$ cat src/rtl/vscale_dmem_bridge.sv
// vscale_dmem_bridge
// AHB-Lite master bridge for the core's data-memory port. Each core
// request becomes a single NONSEQ transfer. The address phase is
// combinational from the core inputs. The data phase is tracked in
// dp_* registers, which capture the information needed to steer store
// data and extract load data one accepted cycle later.
module vscale_dmem_bridge #(
    parameter logic [3:0] HPROT_VAL = 4'b0011
) (
    input  logic        hclk,
    input  logic        reset,
    input  logic        dmem_en,
    input  logic        dmem_wen,
    input  logic [2:0]  dmem_size,
    input  logic [31:0] dmem_addr,
    input  logic [31:0] dmem_wdata_delayed,
    output logic [31:0] dmem_rdata,
    output logic        dmem_wait,
    output logic        dmem_badmem_e,
    output logic [31:0] haddr,
    output logic        hwrite,
    output logic [2:0]  hsize,
    output logic [2:0]  hburst,
    output logic        hmastlock,
    output logic [3:0]  hprot,
    output logic [1:0]  htrans,
    output logic [31:0] hwdata,
    input  logic [31:0] hrdata,
    input  logic        hready,
    input  logic        hresp
);

    localparam logic [1:0] HTRANS_IDLE   = 2'b00;
    localparam logic [1:0] HTRANS_NONSEQ = 2'b10;

    localparam logic [0:0] ST_IDLE_OK = 1'b0;
    localparam logic [0:0] ST_ERR2    = 1'b1;

    logic [0:0] state_q, state_d;
    logic       dp_valid_q, dp_valid_d;
    logic       dp_write_q, dp_write_d;
    logic [1:0] dp_size_q, dp_size_d;
    logic       dp_unsigned_q, dp_unsigned_d;
    logic [1:0] dp_off_q, dp_off_d;

    logic        size_legal_s;
    logic        misaligned_s;
    logic        req_illegal_s;
    logic        accept_s;
    logic        load_done_s;
    logic [7:0]  rd_byte_s;
    logic [15:0] rd_half_s;
    logic [31:0] rd_ext_s;

    // Classify the incoming request: legal size and natural alignment.
    always_comb begin
        size_legal_s = 1'b0;
        misaligned_s = 1'b0;
        case (dmem_size)
            3'd0, 3'd1, 3'd2, 3'd4, 3'd5: size_legal_s = 1'b1;
            default:                      size_legal_s = 1'b0;
        endcase
        case (dmem_size[1:0])
            2'd1:    misaligned_s = dmem_addr[0];
            2'd2:    misaligned_s = (dmem_addr[1:0] != 2'b00);
            default: misaligned_s = 1'b0;
        endcase
        req_illegal_s = !size_legal_s || misaligned_s;
    end

    // Address phase: issue NONSEQ only for legal requests outside the ERROR tail.
    always_comb begin
        if (dmem_en && !req_illegal_s && (state_q != ST_ERR2)) begin
            htrans = HTRANS_NONSEQ;
        end else begin
            htrans = HTRANS_IDLE;
        end
        haddr     = dmem_addr;
        hwrite    = dmem_wen;
        hsize     = {1'b0, dmem_size[1:0]};
        hburst    = 3'b000;
        hmastlock = 1'b0;
        hprot     = HPROT_VAL;
        accept_s  = (htrans == HTRANS_NONSEQ) && hready;
    end

    // Data-phase bookkeeping: capture on acceptance, retire on hready, hold on stall.
    always_comb begin
        dp_valid_d    = dp_valid_q;
        dp_write_d    = dp_write_q;
        dp_size_d     = dp_size_q;
        dp_unsigned_d = dp_unsigned_q;
        dp_off_d      = dp_off_q;
        if (hready) begin
            dp_valid_d = accept_s;
            if (accept_s) begin
                dp_write_d    = dmem_wen;
                dp_size_d     = dmem_size[1:0];
                dp_unsigned_d = dmem_size[2];
                dp_off_d      = dmem_addr[1:0];
            end else begin
                dp_write_d    = dp_write_q;
            end
        end else begin
            dp_valid_d = dp_valid_q;
        end
    end

    // Error tracking: the first ERROR cycle leads to a single ERR2 cycle.
    always_comb begin
        if (state_q == ST_ERR2) begin
            state_d = ST_IDLE_OK;
        end else if (dp_valid_q && hresp && !hready) begin
            state_d = ST_ERR2;
        end else begin
            state_d = ST_IDLE_OK;
        end
    end

    // State and data-phase registers with asynchronous reset.
    always_ff @(posedge hclk or posedge reset) begin
        if (reset) begin
            state_q       <= ST_IDLE_OK;
            dp_valid_q    <= 1'b0;
            dp_write_q    <= 1'b0;
            dp_size_q     <= 2'b00;
            dp_unsigned_q <= 1'b0;
            dp_off_q      <= 2'b00;
        end else begin
            state_q       <= state_d;
            dp_valid_q    <= dp_valid_d;
            dp_write_q    <= dp_write_d;
            dp_size_q     <= dp_size_d;
            dp_unsigned_q <= dp_unsigned_d;
            dp_off_q      <= dp_off_d;
        end
    end

    // Store data: replicate the narrow value across every byte lane.
    always_comb begin
        case (dp_size_q)
            2'd0:    hwdata = {4{dmem_wdata_delayed[7:0]}};
            2'd1:    hwdata = {2{dmem_wdata_delayed[15:0]}};
            default: hwdata = dmem_wdata_delayed;
        endcase
    end

    // Load data: pick the addressed lane, then sign- or zero-extend.
    always_comb begin
        rd_byte_s = hrdata[{dp_off_q, 3'b000} +: 8];
        rd_half_s = hrdata[{dp_off_q[1], 4'b0000} +: 16];
        case (dp_size_q)
            2'd0:    rd_ext_s = {{24{!dp_unsigned_q && rd_byte_s[7]}}, rd_byte_s};
            2'd1:    rd_ext_s = {{16{!dp_unsigned_q && rd_half_s[15]}}, rd_half_s};
            default: rd_ext_s = hrdata;
        endcase
        load_done_s = dp_valid_q && hready && !dp_write_q && (state_q != ST_ERR2);
        if (load_done_s) begin
            dmem_rdata = rd_ext_s;
        end else begin
            dmem_rdata = 32'h0000_0000;
        end
    end

    // Core handshake: stall while the data phase waits; flag bad requests and bus errors.
    always_comb begin
        dmem_wait     = dp_valid_q && !hready;
        dmem_badmem_e = (dmem_en && req_illegal_s) || (state_q == ST_ERR2);
    end

endmodule

$ cat config.mk
export PLATFORM = sky130hd
export DESIGN_NAME = vscale_dmem_bridge
export DESIGN_NICKNAME = d
export VERILOG_FILES = /design/src/rtl/vscale_dmem_bridge.sv
export SDC_FILE = /design/constraint.sdc
export NUM_CORES = 1
export LEC_CHECK = 0
export BUFFER_PORTS_ARGS = -buffer_cell sky130_fd_sc_hd__buf_4
export CELL_PAD_IN_SITES_DETAIL_PLACEMENT = 0
export CELL_PAD_IN_SITES_GLOBAL_PLACEMENT = 1
export CORE_MARGIN = 8
export CORE_UTILIZATION = 21
export DETAILED_ROUTE_END_ITERATION = 10
export PLACE_DENSITY_LB_ADDON = 0.1
export RECOVER_POWER = 100
export SKIP_CTS_REPAIR_TIMING = 1
export SLEW_MARGIN = 20
export SYNTH_ARGS = -nofsm -noshare
export SYNTH_HDL_FRONTEND = slang
export SYNTH_SLANG_ARGS = --single-unit
$ cat constraint.sdc
create_clock -name hclk -period 1.65 [get_ports hclk]
set_input_delay 0.0825 -clock hclk [delete_from_list [all_inputs] [get_ports hclk]]
set_output_delay 0.0825 -clock hclk [all_outputs]
set_load 0.005 [all_outputs]
==> reports/qor.yml <==
critPathKind: "flip-flop to output pin"
slowest_stage: "dfrtp_2"
critical-path-top-delay-family: "compound AO/OA/AOI/OAI gates"
wl_per_cell_um: 16.27
cts_tree: "done"
reg2reg_slack_ns: 0.23
hpwl_um: 6636
path_buf_inv: 2
hold_ws_ns: 0.06091
reg2reg_from: "state_q"
n_antenna_cell: 0
post-route-period-util_pct: 116.0
hold_start: "hready"
die-height_um: 110.2
violations: "negative setup slack"
synth_area_per_cell_um2: 7.306
grt_overflow: 0
cts_buffers: 3
synth-seq-area-share_pct: 10.75
setup_ws_ns: -0.2642
cts_root_buffer: "clkbuf_8"
drc: 0
irDropWorstVdd_mv: 0.2901
p_clk_share_pct: 10.5
synth-seq-cells: 8
worstSetupStartpointType: "flip-flop"
syn_inst: 255
finalSetupViolations: 32
r2r_cells: 5
synth_cell_types: 34
final_cell_mix: "buf_4, nand2_1, mux2_2, clkbuf_4, inv_1"
status: "finished, violations left"
fin_area_um2: 3181
switchingPower_w: 0.0009304
synth.area.top_cells: "buf_4, mux2_2, nand2_1, dfrtp_1, mux2i_1"
crit_fanout: 15
worst-endpoint-required_ns: 1.57
drt-initial-drc-count: 59
gp_congestion: 0.7099
finClkSkew_ns: 0.003360
insertion_delay_ns: 0.23
grt_first_pass_wirelength_um: 10830
endpoint_kind: "output pin"
swShare_pct: 39.98
fill_cells: 952
cts_buffer_depth: 2
final_common_cell: "buf_4"
p_int_w: 0.001397
cts.sink_count: 8
cpPeakStageDelay_ns: 0.43
whs_path_depth: 2
synth_top_area_cell: "buf_4"
die_area_um2: 12140
area_delta_synth_final_pct: 70.72
syn_area_um2: 1863
totalWireLength_um: 7909
p_leak_nw: 1.702
pwr-share-seq_pct: 13.5
postRouteAntennaNets: 0
viasPerCell: 4.370
powerDensity_nw_per_um2: 731.7
core_area_um2: 8678
grt_setup_unrepaired: "true"
hold_path_end: "state_q"
synth_top_area_share_pct: 21.36
worstHoldPathType: "input port to flip-flop"
p_total_w: 0.002327
slew_viol_final: 0
nNetsFinal: 487
dpl_cell_area_um2: 2878
crit_chain: "mux2_4 > a22o_4 > o21ai_4 > buf_12 > nand2_1 > buf_4"
critPathArrivalTime_ns: 1.83
die_x_um: 110.2
num_vias: 2124
firstDrtPassIters: 6
combPwrFrac_pct: 76.0
hold_viol: 0
antenna_found_initial: 0
grt_max_degree: 24
fmax_ghz: 0.5224
initial_utilization_pct: 21.47
dp_worst_setup_slack_ns: -0.04452
r2r_end: "dp_write_q"
core.rowCount: 34
grt_pass1_vias: 2165
track_usage_pct: 11.22
max_cap_violations: 0
htreeDepth: 1
num_io_pins: 217
fin_crit_ns: 1.914
finalSetupTns_ns: -6.519
yosys_warnings: 0
clkSlewWorstSetupHoldPaths_ns: 0.04
drive_above_1_share_pct: 58.47
portBuffers: 146
## cell usage after synthesis
| cell | instances |
|---|---|
| nor2_1 | 10 |
| mux2_2 | 28 |
| buf_4 | 53 |
| a31oi_1 | 1 |
| and3_1 | 1 |
| buf_6 | 2 |
| dfrtp_1 | 8 |
| a221oi_1 | 9 |
| clkbuf_1 | 8 |
| nor4b_1 | 1 |
| buf_2 | 4 |
| o22ai_1 | 1 |
| mux2_4 | 1 |
| nor2_2 | 2 |
| nand4bb_1 | 1 |
| nor2b_1 | 1 |
| o211a_1 | 1 |
| a22o_4 | 1 |
| ha_1 | 3 |
| a222oi_1 | 7 |
| nand4_1 | 1 |
| a21o_1 | 1 |
| mux2i_1 | 10 |
| conb_1 | 2 |
| nand3_1 | 1 |
| inv_1 | 17 |
| nor3b_2 | 1 |
| o21ai_0 | 17 |
| nor3_1 | 2 |
| nand2_1 | 56 |
| a21oi_1 | 1 |
| nor3b_1 | 1 |
| o21ai_4 | 1 |
| a21oi_4 | 1 |
## power by group through the flow
stage / clock, W / combinational [W] / sequential, W
finish: 0.000244 / 0.00177 / 0.000314
detailed placement: 0 / 0.00152 / 0.000293
global route: 0.000264 / 0.00192 / 0.000326
floorplan: 0 / 0.000884 / 0.000268
global placement: 0 / 0.00152 / 0.000292
CTS: 0.000251 / 0.00153 / 0.000290
## registers in the layout, summed over array words and instances (netlist names)
name and cells:
dp_size_q 2, dp_write_q 1, dp_valid_q 1, dp_off_q 2
state_q 1, dp_unsigned_q 1
## worst max path at each step
stage | from | end | slack (ns) | cells past startpoint
after floorplan | dp_off_q[1] | dmem_rdata[20] | 0.1 | 6
after global placement | dp_size_q[1] | dmem_rdata[20] | -0.04 | 7
after CTS | dp_off_q[1] | dmem_rdata[9] | -0.30 | 5
after detailed placement | dp_off_q[1] | dmem_rdata[11] | -0.04 | 5
final | dp_off_q[1] | dmem_rdata[20] | -0.26 | 6
after global routing | dp_off_q[1] | dmem_rdata[19] | -0.35 | 6
## cell type report
class / instances / area (um2) / area share (%)
Clock buffer: 4 / 45.04 / 1.416
Inverter: 17 / 63.81 / 2.006
Multi-Input combinational cell: 171 / 1299 / 40.83
Sequential cell: 8 / 203.9 / 6.412
Tap cell: 108 / 135.1 / 4.249
Timing Repair Buffer: 178 / 1434 / 45.08
## stage by stage
| stage | cells | utilization [%] |
|---|---|---|
| final | 486 | 36.65 |
| after global routing | 486 | 36.65 |
| after CTS | 477 | 33.68 |
| after detailed placement | 473 | 33.16 |
| after global placement | 473 | 33.16 |
| after floorplan | 263 | - |
## layer usage
layer	vias to the layer above	GRT usage, %	wire [um]
li1	1060	-	-
met1	937	13.34	3140
met2	114	19.69	3844
met3	13	2.965	834
met4	0	2.569	90
met5	-	0	0
## kinds of logic after synthesis
logic type / Yosys count / synth area share, %
compound gates: 41 / 17.13
buf+inv: 84 / 28.68
flops: 8 / 10.75
mux: 39 / 23.10
simple gates: 78 / 17.93
other cells: 2 / 0.4031
fa+ha+maj: 3 / 2.015
## worst reg2reg max path, cell delays in order, from the launching register on
cell and delay (ns):
dfrtp_1 0.33, clkbuf_1 0.18, nor2b_1 0.07, nand4_1 0.08
clkbuf_1 0.27, mux2_2 0.37
(Power assumes the default switching activity.)
